### src/rtl/femto_mem_pkg.sv
// Shared types and constants for the instruction/data memory port arbiter.
// Holds the response-owner encoding, the port identifiers used by the
// round-robin pointer, write-mask constants and small address helpers.
package femto_mem_pkg;

  // Default memory size in 32-bit words (must be a power of two).
  localparam int MEM_DEPTH_DEFAULT = 256;

  // Default requester byte-address width.
  localparam int ADDR_W_DEFAULT = 32;

  // Data path width and byte-lane count.
  localparam int WORD_W = 32;
  localparam int MASK_W = WORD_W / 8;

  // Write-mask constants: no bytes written (a read) / all four bytes written.
  localparam logic [MASK_W-1:0] WMASK_NONE = 4'b0000;
  localparam logic [MASK_W-1:0] WMASK_WORD = 4'b1111;

  // Requester identity; the round-robin pointer remembers the last winner.
  typedef enum logic {
    PORT_I = 1'b0,
    PORT_D = 1'b1
  } port_e;

  // Who owns the response returning in the cycle after a grant.
  // Stores have no response, so they never occupy an owner state.
  typedef enum logic [2:0] {
    OWN_NONE  = 3'd0,
    OWN_I     = 3'd1,
    OWN_D     = 3'd2,
    OWN_I_ERR = 3'd3,
    OWN_D_ERR = 3'd4
  } owner_e;

  // Owner tag for a read access issued by the given port.
  function automatic owner_e read_owner(input port_e port, input logic out_of_range);
    owner_e own;
    if (port == PORT_I) begin
      own = out_of_range ? OWN_I_ERR : OWN_I;
    end else begin
      own = out_of_range ? OWN_D_ERR : OWN_D;
    end
    return own;
  endfunction

  // True when the owner tag carries valid read data from the memory.
  function automatic logic owner_has_data(input owner_e own);
    return (own == OWN_I) || (own == OWN_D);
  endfunction

endpackage : femto_mem_pkg

### src/rtl/mem_port_arbiter_if.sv
// Bundle of the fetch port, the load/store port and the memory-side port of
// the arbiter. The slave modport is the arbiter's view; the master modport is
// the view of the surrounding system (core requesters plus the block RAM).
interface mem_port_arbiter_if #(
  parameter int ADDR_W = 32,
  parameter int AW     = 8
);

  // Instruction-fetch port.
  logic              i_req;
  logic [ADDR_W-1:0] i_addr;
  logic              i_gnt;
  logic              i_rvalid;
  logic [31:0]       i_rdata;

  // Load/store port.
  logic              d_req;
  logic              d_we;
  logic [3:0]        d_wmask;
  logic [ADDR_W-1:0] d_addr;
  logic [31:0]       d_wdata;
  logic              d_gnt;
  logic              d_rvalid;
  logic [31:0]       d_rdata;
  logic              d_err;

  // Memory port.
  logic              mem_en;
  logic [3:0]        mem_wmask;
  logic [AW-1:0]     mem_addr;
  logic [31:0]       mem_wdata;
  logic [31:0]       mem_rdata;

  modport slave (
    input  i_req, i_addr,
    output i_gnt, i_rvalid, i_rdata,
    input  d_req, d_we, d_wmask, d_addr, d_wdata,
    output d_gnt, d_rvalid, d_rdata, d_err,
    output mem_en, mem_wmask, mem_addr, mem_wdata,
    input  mem_rdata
  );

  modport master (
    output i_req, i_addr,
    input  i_gnt, i_rvalid, i_rdata,
    output d_req, d_we, d_wmask, d_addr, d_wdata,
    input  d_gnt, d_rvalid, d_rdata, d_err,
    input  mem_en, mem_wmask, mem_addr, mem_wdata,
    output mem_rdata
  );

endinterface : mem_port_arbiter_if

### src/rtl/rr_arb2.sv
// Two-way round-robin pick. Bit 0 is the fetch port, bit 1 the load/store
// port. A lone requester always wins; on a tie the port that did not win
// last time is chosen. Purely combinational; the pointer lives in the top.
module rr_arb2
  import femto_mem_pkg::*;
(
  input  logic [1:0] req_i,
  input  port_e      last_i,
  output logic [1:0] gnt_o
);

  // One-hot grant from the request pair and the last-winner pointer.
  always_comb begin
    // NOTE: every always_comb output gets a default before any branch, so no path leaves it unassigned and no latch is inferred.
    gnt_o = 2'b00;
    case (req_i)
      2'b01:   gnt_o = 2'b01;
      2'b10:   gnt_o = 2'b10;
      2'b11:   gnt_o = (last_i == PORT_I) ? 2'b10 : 2'b01;
      default: gnt_o = 2'b00;
    endcase
  end

endmodule : rr_arb2

### src/rtl/mem_port_arbiter.sv
// Shares one synchronous word memory between the fetch port (I) and the
// load/store port (D). One access is issued per cycle, picked round-robin.
// The grant and the memory request are combinational from the requests;
// read data comes back one cycle later and is steered by a registered owner
// tag, so a new grant may be issued in the same cycle as a response.
module mem_port_arbiter
  import femto_mem_pkg::*;
#(
  parameter int MEM_DEPTH = MEM_DEPTH_DEFAULT,
  parameter int ADDR_W    = ADDR_W_DEFAULT,
  localparam int AW       = $clog2(MEM_DEPTH)
) (
  input  logic                clk,
  input  logic                reset,
  mem_port_arbiter_if.slave   bus
);

  // Arbitration signals.
  logic [1:0]        arb_req;
  logic [1:0]        arb_gnt;
  logic              gnt_i;
  logic              gnt_d;
  logic              any_gnt;

  // Selected address and its decode.
  logic [ADDR_W-1:0] sel_addr;
  logic [AW-1:0]     word_idx;
  logic              out_of_range;
  logic              is_store;
  logic              unused_addr_lsbs;

  // Registered state.
  port_e             rr_last_q;
  port_e             rr_last_d;
  owner_e            resp_owner_q;
  owner_e            resp_owner_d;
  logic              st_err_q;
  logic              st_err_d;

  // Requests are masked while reset is held so that every output is 0 in reset.
  assign arb_req = {bus.d_req & reset, bus.i_req & reset};

  rr_arb2 u_rr_arb2 (
    .req_i  (arb_req),
    .last_i (rr_last_q),
    .gnt_o  (arb_gnt)
  );

  assign gnt_i   = arb_gnt[0];
  assign gnt_d   = arb_gnt[1];
  assign any_gnt = |arb_gnt;

  // Address mux and range check for the port being granted this cycle.
  always_comb begin
    sel_addr     = gnt_d ? bus.d_addr : bus.i_addr;
    word_idx     = sel_addr[AW+1:2];
    out_of_range = |sel_addr[ADDR_W-1:AW+2];
  end

  // The byte offset inside a word never reaches the memory.
  assign unused_addr_lsbs = ^sel_addr[1:0];

  // Grants and the memory request issued this cycle.
  always_comb begin
    bus.i_gnt     = gnt_i;
    bus.d_gnt     = gnt_d;
    is_store      = gnt_d & bus.d_we & ~out_of_range;
    bus.mem_en    = any_gnt & ~out_of_range;
    bus.mem_addr  = any_gnt ? word_idx : '0;
    bus.mem_wmask = is_store ? (bus.d_wmask & WMASK_WORD) : WMASK_NONE;
    bus.mem_wdata = is_store ? bus.d_wdata : '0;
  end

  // Next round-robin pointer and the owner of next cycle's response.
  always_comb begin
    rr_last_d    = rr_last_q;
    resp_owner_d = OWN_NONE;
    st_err_d     = 1'b0;
    if (gnt_i) begin
      rr_last_d    = PORT_I;
      resp_owner_d = read_owner(PORT_I, out_of_range);
    end else if (gnt_d) begin
      rr_last_d = PORT_D;
      if (bus.d_we) begin
        // A store only needs a follow-up cycle to flag a dropped write.
        st_err_d = out_of_range;
      end else begin
        resp_owner_d = read_owner(PORT_D, out_of_range);
      end
    end
  end

  // State registers; reset discards any pending response and re-arms D for the first tie.
  always_ff @(posedge clk or negedge reset) begin
    if (!reset) begin
      rr_last_q    <= PORT_I;
      resp_owner_q <= OWN_NONE;
      st_err_q     <= 1'b0;
    end else begin
      // NOTE: sequential state uses non-blocking assignment so every register samples pre-edge values.
      rr_last_q    <= rr_last_d;
      resp_owner_q <= resp_owner_d;
      st_err_q     <= st_err_d;
    end
  end

  // Response routing, driven only by the registered owner tag.
  always_comb begin
    bus.i_rvalid = 1'b0;
    bus.i_rdata  = '0;
    bus.d_rvalid = 1'b0;
    bus.d_rdata  = '0;
    bus.d_err    = st_err_q;
    case (resp_owner_q)
      OWN_I: begin
        bus.i_rvalid = 1'b1;
        bus.i_rdata  = owner_has_data(resp_owner_q) ? bus.mem_rdata : '0;
      end
      OWN_I_ERR: begin
        bus.i_rvalid = 1'b1;
      end
      OWN_D: begin
        bus.d_rvalid = 1'b1;
        bus.d_rdata  = owner_has_data(resp_owner_q) ? bus.mem_rdata : '0;
      end
      OWN_D_ERR: begin
        bus.d_rvalid = 1'b1;
        bus.d_err    = 1'b1;
      end
      default: begin
        bus.i_rvalid = 1'b0;
      end
    endcase
  end

endmodule : mem_port_arbiter

### src/flat_wrapper.sv
// flat-port wrapper written by rule: the top's interface ports become plain ports
module mem_port_arbiter_flat import femto_mem_pkg::*;
#(
  parameter int MEM_DEPTH = MEM_DEPTH_DEFAULT,
  parameter int ADDR_W    = ADDR_W_DEFAULT,
  localparam int AW       = $clog2(MEM_DEPTH)
)
  (clk, reset, bus_i_req, bus_i_addr, bus_i_gnt, bus_i_rvalid, bus_i_rdata, bus_d_req, bus_d_we, bus_d_wmask, bus_d_addr, bus_d_wdata, bus_d_gnt, bus_d_rvalid, bus_d_rdata, bus_d_err, bus_mem_en, bus_mem_wmask, bus_mem_addr, bus_mem_wdata, bus_mem_rdata);
  mem_port_arbiter_if #(.ADDR_W(ADDR_W), .AW((8))) bus_i ();
  input  logic clk;
  input  logic reset;
  input wire logic [$bits(bus_i.i_req)-1:0] bus_i_req;
  input wire logic [$bits(bus_i.i_addr)-1:0] bus_i_addr;
  output wire logic [$bits(bus_i.i_gnt)-1:0] bus_i_gnt;
  output wire logic [$bits(bus_i.i_rvalid)-1:0] bus_i_rvalid;
  output wire logic [$bits(bus_i.i_rdata)-1:0] bus_i_rdata;
  input wire logic [$bits(bus_i.d_req)-1:0] bus_d_req;
  input wire logic [$bits(bus_i.d_we)-1:0] bus_d_we;
  input wire logic [$bits(bus_i.d_wmask)-1:0] bus_d_wmask;
  input wire logic [$bits(bus_i.d_addr)-1:0] bus_d_addr;
  input wire logic [$bits(bus_i.d_wdata)-1:0] bus_d_wdata;
  output wire logic [$bits(bus_i.d_gnt)-1:0] bus_d_gnt;
  output wire logic [$bits(bus_i.d_rvalid)-1:0] bus_d_rvalid;
  output wire logic [$bits(bus_i.d_rdata)-1:0] bus_d_rdata;
  output wire logic [$bits(bus_i.d_err)-1:0] bus_d_err;
  output wire logic [$bits(bus_i.mem_en)-1:0] bus_mem_en;
  output wire logic [$bits(bus_i.mem_wmask)-1:0] bus_mem_wmask;
  output wire logic [$bits(bus_i.mem_addr)-1:0] bus_mem_addr;
  output wire logic [$bits(bus_i.mem_wdata)-1:0] bus_mem_wdata;
  input wire logic [$bits(bus_i.mem_rdata)-1:0] bus_mem_rdata;
  assign bus_i.i_req = bus_i_req;
  assign bus_i.i_addr = bus_i_addr;
  assign bus_i_gnt = bus_i.i_gnt;
  assign bus_i_rvalid = bus_i.i_rvalid;
  assign bus_i_rdata = bus_i.i_rdata;
  assign bus_i.d_req = bus_d_req;
  assign bus_i.d_we = bus_d_we;
  assign bus_i.d_wmask = bus_d_wmask;
  assign bus_i.d_addr = bus_d_addr;
  assign bus_i.d_wdata = bus_d_wdata;
  assign bus_d_gnt = bus_i.d_gnt;
  assign bus_d_rvalid = bus_i.d_rvalid;
  assign bus_d_rdata = bus_i.d_rdata;
  assign bus_d_err = bus_i.d_err;
  assign bus_mem_en = bus_i.mem_en;
  assign bus_mem_wmask = bus_i.mem_wmask;
  assign bus_mem_addr = bus_i.mem_addr;
  assign bus_mem_wdata = bus_i.mem_wdata;
  assign bus_i.mem_rdata = bus_mem_rdata;
  mem_port_arbiter #(.MEM_DEPTH(MEM_DEPTH), .ADDR_W(ADDR_W)) u_core (.clk(clk), .reset(reset), .bus(bus_i));
endmodule
### config.mk
export PLATFORM = sky130hd
export DESIGN_NAME = mem_port_arbiter_flat
export DESIGN_NICKNAME = d
export VERILOG_FILES = /design/src/rtl/femto_mem_pkg.sv /design/src/rtl/mem_port_arbiter_if.sv /design/src/rtl/rr_arb2.sv /design/src/rtl/mem_port_arbiter.sv /design/src/flat_wrapper.sv
export SDC_FILE = /design/constraint.sdc
export NUM_CORES = 1
export LEC_CHECK = 0
export BUFFER_PORTS_ARGS = -buffer_cell sky130_fd_sc_hd__clkbuf_2
export CAP_MARGIN = 20
export CORE_AREA = 2 2 96 98
export DETAILED_ROUTE_END_ITERATION = 8
export DIE_AREA = 0 0 98 100
export GPL_ROUTABILITY_DRIVEN = 0
export GPL_TIMING_DRIVEN = 0
export SYNTH_ARGS = -nofsm -noshare
export SYNTH_HDL_FRONTEND = slang
export SYNTH_SLANG_ARGS = --single-unit
### constraint.sdc
create_clock -name clk -period 1.5 [get_ports clk]
set_input_delay 0.075 -clock clk [delete_from_list [all_inputs] [get_ports clk]]
set_output_delay 0.075 -clock clk [all_outputs]
set_load 0.01 [all_outputs]
==> impl_metrics.tcl, run 1 <==
set metrics [dict create \
    cp_max_fo 10 \
    vias_per_cell 3.995 \
    min_period_ns 1.785 \
    wl_per_cell_um 12.69 \
    clkLatencyLatePin_ns 0.22 \
    cts.sinks 5 \
    worstRegToRegCells 5 \
    dr_total_vias 2261 \
    ys_warn_count 0 \
    insertedDiodeCount 0 \
    max-cap-violations 0 \
    overflow 0 \
    antenna_left 0 \
    multiInputGateArea_sq_um 1262 \
    rows 35 \
    cts_tree "done" \
    final-hold-violation-count 5 \
    grt_pass1_wl_um 8990 \
    irDropWorstVdd_mv 0.3952 \
    drt-initial-drc-count 22 \
    finClkSkew_ns 0.001674 \
    setup-violations-final 92 \
    clkTransAtPathRegs_ns 0.03 \
    fill_cells 866 \
    synth_area_sq_um 1174 \
    drt_pass1_iterations 4 \
    avgSynthCellArea_sq_um 6.484 \
    r2r_end "u_core.resp_owner_q[1]" \
    power.density_nw_per_um2 314.3 \
    fp.dieH_um 100 \
    max_freq_ghz 0.5603 \
    cp.arrival_ns 1.71 \
    worstSetupPathType "reg2out" \
    core_sq_um 8890 \
    die_area_sq_um 9800 \
    drc 0 \
    maxSlewViolCount 0 \
    cp-startpoint "u_core.rr_last_q" \
    drive_above_1_share_pct 85.27 \
    reg2reg_setup_slack_ns 0.02 \
    antenna_found_initial 0 \
    p_leak_nw 2.101 \
    synth.distinct_cells 26 \
    r2r_start "u_core.rr_last_q" \
    syn2layout_area_growth_pct 218.6 \
    outcome "complete, but fails checks" \
    yosysSeqAreaShare_pct 10.66 \
    die_x_um 98 \
    clk_path_buf_depth 2 \
    io_pins 251 \
    crit_required_ns 1.42 \
    syn_inst 181 \
    layout_commonest_cell "clkbuf_2" \
    cts_inserted_buffers 3 \
    grt_pass1_vias 1856 \
    ys_ff_latch 5 \
    root_buffer "clkbuf_8" \
    worst_slew_pin_slew_ns 0.7379 \
    wl_um 7185 \
    period_share_pct 119.0 \
    min_path_type "in2async" \
    crit_path_start_kind "flip-flop" \
    crit_end "bus_mem_wdata[4]" \
    portBuffers 246 \
    finalInstanceArea_sq_um 3739 \
    synth.net_count 318 \
    relSlewSlack_pct 50.48 \
    rsz0062_at_grt "yes" \
    critPathCaptureType "output pin" \
    final_cell_mix "clkbuf_2 (146), and2_4 (83), buf_6 (82)" \
    initial_core_util_pct 13.20 \
    hpwl_um 5297 \
    final_nets 593 \
    grt_max_degree 11 \
    whs_ns -0.3152 \
    seq_area_sq_um 128.9 \
    place_area_sq_um 2636 \
    detailedPlace.worstSlack_ns -0.3794 \
    htreeDepth 1 \
    track_usage_pct 10.95 \
    fin_ws_ns -0.2848 \
    violations "hold timing, setup timing" \
]
==> Yosys cell counts <==
library cell  count  area share [%]
or4_4             1            0.96
buf_4             3             1.9
nor4_1            8             4.3
nor2_1            6             1.9
dfrtp_1           5              11
nor4_2            1             1.1
nor3b_1           1            0.64
and2_1          100              53
nor4_4            1             1.8
mux2_4            1             1.3
inv_2             1            0.32
nand4_1           1            0.53
and3_1            1            0.53
nor3_2            1            0.85
o21ai_1           1            0.43
nor3_1            1            0.43
nand2_1          22             7.0
o21ai_0           1            0.43
a41oi_2           1             1.4
inv_1             1            0.32
clkbuf_1          8             2.6
a21oi_1           9             3.8
nor2b_1           2             1.1
buf_2             1            0.43
a21o_1            2             1.3
xnor2_1           1            0.75
==> power by group <==
group / total, mW / leakage (nW) / internal (mW) / switching, mW
sequential: 0.161 / 0.0613 / 0.148 / 0.0130
combinational: 0.769 / 2.02 / 0.471 / 0.298
clock: 0.245 / 0.0228 / 0.182 / 0.0625
==> kinds of logic after synthesis <==
logic type,after synthesis,share of synthesized area (%)
AND/OR/NAND/NOR,146,74.41
flip-flops,5,10.66
multiplexers,1,1.279
AO/OA/AOI/OAI,14,7.355
XOR/XNOR,1,0.7464
buffers and inverters,14,5.543
==> layout make-up <==
| cell class | count | area share [%] |
|---|---|---|
| plain buffers | 11 | 3.782 |
| flip-flops and latches | 5 | 3.447 |
| repair buffers | 271 | 53.82 |
| multi-input cells | 162 | 33.77 |
| well taps | 111 | 3.715 |
| inverters | 2 | 0.2677 |
| clock buffers | 4 | 1.205 |
==> worst min-delay path by stage <==
| stage | from | to | slack, ns | cells past startpoint |
|---|---|---|---|---|
| 3_3_place_gp | reset | u_core.resp_owner_q[0] | -0.09 | 1 |
| 6_report | reset | u_core.rr_last_q | -0.32 | 1 |
| 3_5_place_dp | reset | u_core.resp_owner_q[0] | -0.08 | 1 |
| 2_1_floorplan | reset | u_core.resp_owner_q[0] | -0.22 | 0 |
| 4_1_cts | reset | u_core.rr_last_q | -0.32 | 1 |
| 5_1_grt | reset | u_core.st_err_q | -0.31 | 1 |
==> repair_timing <==
action                                  4_1_cts  5_1_grt
cloned                                        3        4
buffers inserted                             14        4
endpoints found under the setup margin      111      110
pin swaps                                     9       53
endpoints found under the hold margin         5        5
resized for setup                            49      240
==> worst max-delay path, stage by stage (launching register included) <==
cell and delay [ns]:
dfrtp_1 0.38, a21o_4 0.21, buf_4 0.15, inv_4 0.05, and3_1 0.15, buf_6 0.14, buf_6 0.14, and2_4 0.13
clkbuf_2 0.13
==> per-layer routing <==
metal	vias to the layer above	track usage [%]	wire length [um]
met3	6	1.671	568
li1	1126	-	-
met5	-	0	0
met2	127	20.18	4066
met1	1002	13.64	2503
met4	0	1.923	46
==> registers in the layout (all words and copies together), names as in the netlist <==
signal               count
u_core.resp_owner_q      3
u_core.rr_last_q         1
u_core.st_err_q          1
==> through the flow <==
stage                     power, mW  setup TNS (ns)  util, %  std cells
after floorplan              0.3430         -0.2527        -        181
after global placement       0.6358          -24.05    29.66        538
after detailed placement     0.6448          -27.57    29.66        538
after CTS                    0.9871          -14.22    33.81        559
after global routing          1.263          -17.46    42.05        566
final                         1.175          -10.23    42.05        566
Note: power is estimated with default switching activity, not from simulation.
==> run 2, diff against run 1 <==
ABC_AREA = 1   (was unset)
==> impl_metrics.tcl, run 2 <==
set metrics [dict create \
    setup-violations-final 38 \
    cts.sinks 5 \
    ys_ff_latch 5 \
    io_pins 251 \
    clk_path_buf_depth 2 \
    synth-compound-area-share_pct 5.576 \
    outcome "complete, but fails checks" \
    max-cap-violations 0 \
    multiInputGateArea_sq_um 880.8 \
    final_cell_mix "clkbuf_2 (235), nor2_1 (102), inv_1 (89)" \
    seq_area_sq_um 126.4 \
    synth_fa_ha_area_share_pct 0 \
    syn_inst 292 \
    dr_total_vias 2474 \
    comb_power_share_pct 58.9 \
    grt_pass1_vias 2053 \
    switching_share_pct 37.33 \
    overflow 0 \
    rows 35 \
    root_buffer "clkbuf_8" \
    synth.net_count 429 \
    yosysMostFrequentCell "nor2_1" \
    whs_ns 0.09603 \
    power.density_nw_per_um2 327.0 \
    relSlewSlack_pct 75.38 \
    max_freq_ghz 0.6022 \
    violations "setup timing" \
    irDropWorstVdd_mv 0.2496 \
    r2r_start "u_core.rr_last_q" \
    initial_core_util_pct 15.40 \
    track_usage_pct 10.46 \
    worstSetupPathType "reg2out" \
    r2r_end "u_core.resp_owner_q[1]" \
    clkLatencyLatePin_ns 0.22 \
    postSynth.asyncResetShare_pct 100.0 \
    synthMuxAreaShare_pct 0 \
    p_leak_nw 2.152 \
    grt_max_degree 11 \
    crit_path_start_kind "flip-flop" \
    portBuffers 246 \
    crit_required_ns 1.42 \
    grt_pass1_wl_um 8790 \
    wl_um 5982 \
    min_path_type "in2reg" \
    synth.distinct_cells 17 \
    htreeDepth 1 \
    fill_cells 972 \
    crit_end "bus_mem_wdata[9]" \
    cp.arrival_ns 1.59 \
    maxSlewViolCount 0 \
    drt_pass1_iterations 4 \
    worstRegToRegCells 6 \
    vias_per_cell 3.720 \
    clkTransAtPathRegs_ns 0.03 \
    drive_above_1_share_pct 57.40 \
    avgSynthCellArea_sq_um 4.688 \
    drt-initial-drc-count 30 \
    synth_area_leaders "nor2_1 (30%), inv_1 (25%), nor2_2 (14%), dfrtp_1 (9.1%), nand2_1 (5.8%)" \
    cp-startpoint "u_core.rr_last_q" \
    pwr-share-seq_pct 15.9 \
    finClkSkew_ns 0.0002565 \
    synth_area_sq_um 1369 \
    yosysTopAreaCell "nor2_1" \
    die_x_um 98 \
    period_share_pct 110.7 \
    antenna_found_initial 0 \
    reg2reg_setup_slack_ns 0.35 \
    antenna_left 0 \
    synthXorXnorAreaFrac_pct 0 \
    power.net_switching_uw 365.0 \
    final-hold-violation-count 0 \
    fin_total_pwr_uw 977.9 \
    cp_max_fo 10 \
    final_nets 692 \
    met3_length_um 558 \
    syn2layout_area_growth_pct 118.5 \
    worst_slew_pin_slew_ns 0.3655 \
    fp.dieH_um 100 \
    largest_reg_flops 3 \
    synth_edf_count 0 \
    p_int_uw 612.9 \
    met1Wirelength_um 2187 \
    min_period_ns 1.661 \
    dr_wl_met2_um 3213 \
    wl_per_cell_um 8.995 \
    die_area_sq_um 9800 \
    layout_commonest_cell "clkbuf_2" \
    ys_warn_count 0 \
    synth_top_area_share_pct 30.16 \
    critPathCaptureType "output pin" \
    core_sq_um 8890 \
    yosysSeqAreaShare_pct 9.141 \
    cts_inserted_buffers 3 \
    rsz0062_at_grt "yes" \
    synth_ff_type "dfrtp_1" \
    fin_ws_ns -0.1606 \
    power_frac_clock_pct 25.2 \
    cts_tree "done" \
    dr.max_layer_used "met4" \
    drc 0 \
    top_regs "u_core.resp_owner_q (3), u_core.rr_last_q (1), u_core.st_err_q (1)" \
    ys_top_cells_by_count "nor2_1 (110), inv_1 (90), nor2_2 (30)" \
    hpwl_um 5387 \
    insertedDiodeCount 0 \
    synth_top_family_by_area "simple AND/OR/NAND/NOR gates" \
    regMostFlops "u_core.resp_owner_q" \
    synthSimpleGateAreaFrac_pct 55.94 \
]
## run 2: cell count changes after synthesis, sizes merged, moves of 2 or more
cell,delta
a21o,-2
nor2b,-2
a21oi,-5
o21ai,+7
inv,+88
nor4,-10
nor2,+135
nand3,+7
and2,-98
## run 2: how the worst min path moves through the flow
stage                         from                endpoint  slack, ns  depth (start not counted)
after global placement       reset         u_core.st_err_q      -0.09                          1
final                     bus_d_we  u_core.resp_owner_q[2]        0.1                          2
after CTS                 bus_d_we  u_core.resp_owner_q[2]       0.09                          2
after floorplan              reset  u_core.resp_owner_q[0]      -0.22                          0
after global routing      bus_d_we  u_core.resp_owner_q[2]        0.1                          2
after detailed placement     reset         u_core.st_err_q      -0.08                          1
## run 2: cell families (layout without fill, tap and decap cells)
logic type | Yosys count | count (layout)
AOI/OAI and AO/OA | 13 | 13
buffers and inverters | 101 | 363
DFF | 5 | 5
and+or+nand+nor | 173 | 173
## run 2: routing by layer
layer | track usage (%) | up-vias
met4 | 1.923 | 0
met3 | 1.532 | 2
met2 | 20.92 | 142
met1 | 11.73 | 1007
li1 | - | 1323
met5 | 0 | -
## run 2: layout make-up
type / instances / area share (%)
timing repair buffer: 258 / 44.85
multi-input combinational: 186 / 29.46
buffer: 10 / 3.849
inverter: 91 / 11.46
clock buffer: 4 / 1.506
sequential: 5 / 4.226
tap: 111 / 4.644
## run 2: worst max-delay path, stage by stage, from the launching register on
cell,delay (ns)
dfrtp_1,0.40
a21oi_4,0.16
nand3_2,0.11
nor2_4,0.15
nand3_4,0.12
buf_6,0.18
nor2_2,0.09
clkbuf_2,0.14
## run 2: metrics by stage
step	instances	TNS, ns	instance area [sq um]	utilization [%]	setup slack, ns
after CTS	659	-7.254	2874	32.33	-0.2268
after floorplan	292	0	1369	-	0.1539
after global placement	649	-1.451	2739	30.81	-0.05748
after global routing	665	-9.382	2990	33.64	-0.2580
final	665	-4.863	2990	33.64	-0.1606
after detailed placement	649	-2.203	2739	30.81	-0.09739
## run 2: timing repair
action	4_1_cts	5_1_grt
endpoints found under the hold margin	5	0
resized for setup	19	38
pin swaps	3	7
buffers inserted	5	5
hold buffers	1	0
endpoints found under the setup margin	105	97
cloned	0	1
## run 2: power by group through the flow
stage	Combinational [mW]	Sequential (mW)	Clock, mW
after floorplan	0.226	0.153	0
after global placement	0.510	0.156	0
after detailed placement	0.518	0.156	0
after CTS	0.543	0.155	0.255
after global routing	0.645	0.157	0.273
final	0.576	0.155	0.246
==> run 3, diff against run 2 <==
BUFFER_PORTS_ARGS = unset   (was -buffer_cell sky130_fd_sc_hd__clkbuf_2)
CORE_AREA = 2 2 97 99   (was 2 2 96 98)
DIE_AREA = 0 0 99 101   (was 0 0 98 100)
DONT_BUFFER_PORTS = 1   (was unset)
==> impl_metrics.tcl, run 3 (synthesized netlist as in run 2, its figures left out) <==
set metrics [dict create \
    drc 0 \
    cp_max_fo 10 \
    finClkSkew_ns 0.004276 \
    core_sq_um 8977 \
    max-cap-violations 0 \
    rsz0062_at_grt "yes" \
    cts.sinks 5 \
    stdcell_count 421 \
    grt_max_degree 11 \
    initial_core_util_pct 15.25 \
    io_pins 251 \
    power.density_nw_per_um2 372.3 \
    vias_per_cell 4.166 \
    irDropWorstVdd_mv 0.4292 \
    fill_cells 979 \
    clkTransAtPathRegs_ns 0.04 \
    crit_required_ns 1.42 \
    die_x_um 99 \
    min_period_ns 1.673 \
    rows 35 \
    hpwl_um 4378 \
    drt_pass1_iterations 4 \
    met3_length_um 446 \
    final-hold-violation-count 0 \
    multiInputGateArea_sq_um 1221 \
    wl_um 5459 \
    grt_pass1_wl_um 6858 \
    root_buffer "clkbuf_8" \
    dr_wl_met2_um 3227 \
    pwr-share-seq_pct 19.5 \
    p_int_uw 446.7 \
    top_regs "u_core.resp_owner_q (3), u_core.rr_last_q (1), u_core.st_err_q (1)" \
    fp.dieH_um 101 \
    insertedDiodeCount 0 \
    critPathCaptureType "output pin" \
    power_frac_clock_pct 30.9 \
    maxSlewViolCount 0 \
    relSlewSlack_pct 62.91 \
    crit_path_start_kind "flip-flop" \
    drive_above_1_share_pct 42.26 \
    htreeDepth 1 \
    period_share_pct 111.5 \
    cts_inserted_buffers 3 \
    overflow 0 \
    clk_path_buf_depth 2 \
    seq_area_sq_um 125.1 \
    cts_tree "done" \
    die_area_sq_um 9999 \
    violations "setup timing" \
    track_usage_pct 8.560 \
    switching_share_pct 44.31 \
    worst_slew_pin_slew_ns 0.5563 \
    dr.max_layer_used "met3" \
    largest_reg_flops 3 \
    wl_per_cell_um 12.97 \
    drt-initial-drc-count 21 \
    min_path_type "in2reg" \
    outcome "complete, but fails checks" \
    final_nets 448 \
    final_cell_mix "inv_1 (90), nor2_2 (64), nor2_1 (42)" \
    whs_ns 0.007025 \
    dr_total_vias 1754 \
    fin_ws_ns -0.1731 \
    grt_pass1_vias 1533 \
    clkLatencyLatePin_ns 0.22 \
    comb_power_share_pct 49.6 \
    syn2layout_area_growth_pct 57.40 \
    antenna_left 0 \
    cp.arrival_ns 1.60 \
    p_leak_nw 1.093 \
    dp_cells 403 \
    max_freq_ghz 0.5977 \
    met1Wirelength_um 1785 \
    antenna_found_initial 0 \
    layout_commonest_cell "inv_1" \
    power.net_switching_uw 355.4 \
    worstSetupPathType "reg2out" \
    setup-violations-final 45 \
    portBuffers 0 \
    regMostFlops "u_core.resp_owner_q" \
]
[run 3: changes by cell type in the layout (fill, tap and decap cells not counted), sizes merged]
cell	before	now
clkbuf	241	5
buf	30	20
dlygate4sd3	1	2
nand3	7	8
[run 3: repair_timing]
item | in CTS | in global routing
resized for setup | 70 | 76
setup buffers | 7 | 3
gates cloned | 2 | 1
endpoints found under the hold margin | 6 | 0
hold buffers | 2 | 0
endpoints found under the setup margin | 88 | 99
pin swaps | 4 | 9
[run 3: cell type report]
cell class	instances	share of cell area [%]
plain buffers	10	5.865
clock buffers	4	2.091
inverters	91	15.91
multi-input cells	187	56.68
flip-flops and latches	5	5.807
well taps	111	6.446
repair buffers	13	7.201
[run 3: worst paths after layout]
check	from	to	slack [ns]	cells after the start
hold reg to reg	u_core.rr_last_q	u_core.rr_last_q	0.62	2
hold / removal	bus_d_we	u_core.st_err_q	0.007	2
max in group asynchronous	reset	u_core.resp_owner_q[2]	1.15	1
min in group asynchronous	reset	u_core.rr_last_q	0.15	1
setup reg to reg	u_core.rr_last_q	u_core.resp_owner_q[1]	0.13	8
setup / recovery	u_core.rr_last_q	bus_mem_wmask[2]	-0.17	6
[run 3: per-stage QoR]
step	total power [mW]	util (%)	instance area, sq um	worst slack (ns)	setup TNS [ns]
after floorplan	0.3792	-	1369	0.1539	0
after detailed placement	0.4274	16.79	1508	-0.1025	-2.650
final	0.8021	24.00	2155	-0.1731	-5.458
after CTS	0.7378	21.07	1892	-0.2433	-8.212
after global placement	0.4201	16.79	1508	-0.09784	-1.782
after global routing	0.8542	24.00	2155	-0.2279	-7.822
[run 3: critical path, stage by stage, from the launching register on]
cell and delay (ns):
dfrtp_1 0.41, a21oi_4 0.17, nand3_2 0.12, nor2_4 0.14
nand3_4 0.18, buf_12 0.21, nor2_2 0.14
[run 3: layer usage]
layer / up-vias / global-route usage (%)
met1: 774 / 8.313
met4: 0 / 0.6322
li1: 843 / -
met5: - / 0
met3: 0 / 1.179
met2: 137 / 19.18
[run 3: power by group through the flow]
stage / clock network [mW] / logic, mW / registers [mW]
after floorplan: 0 / 0.226 / 0.153
after global routing: 0.264 / 0.432 / 0.158
final: 0.248 / 0.398 / 0.157
after detailed placement: 0 / 0.269 / 0.158
after CTS: 0.253 / 0.327 / 0.158
after global placement: 0 / 0.262 / 0.158
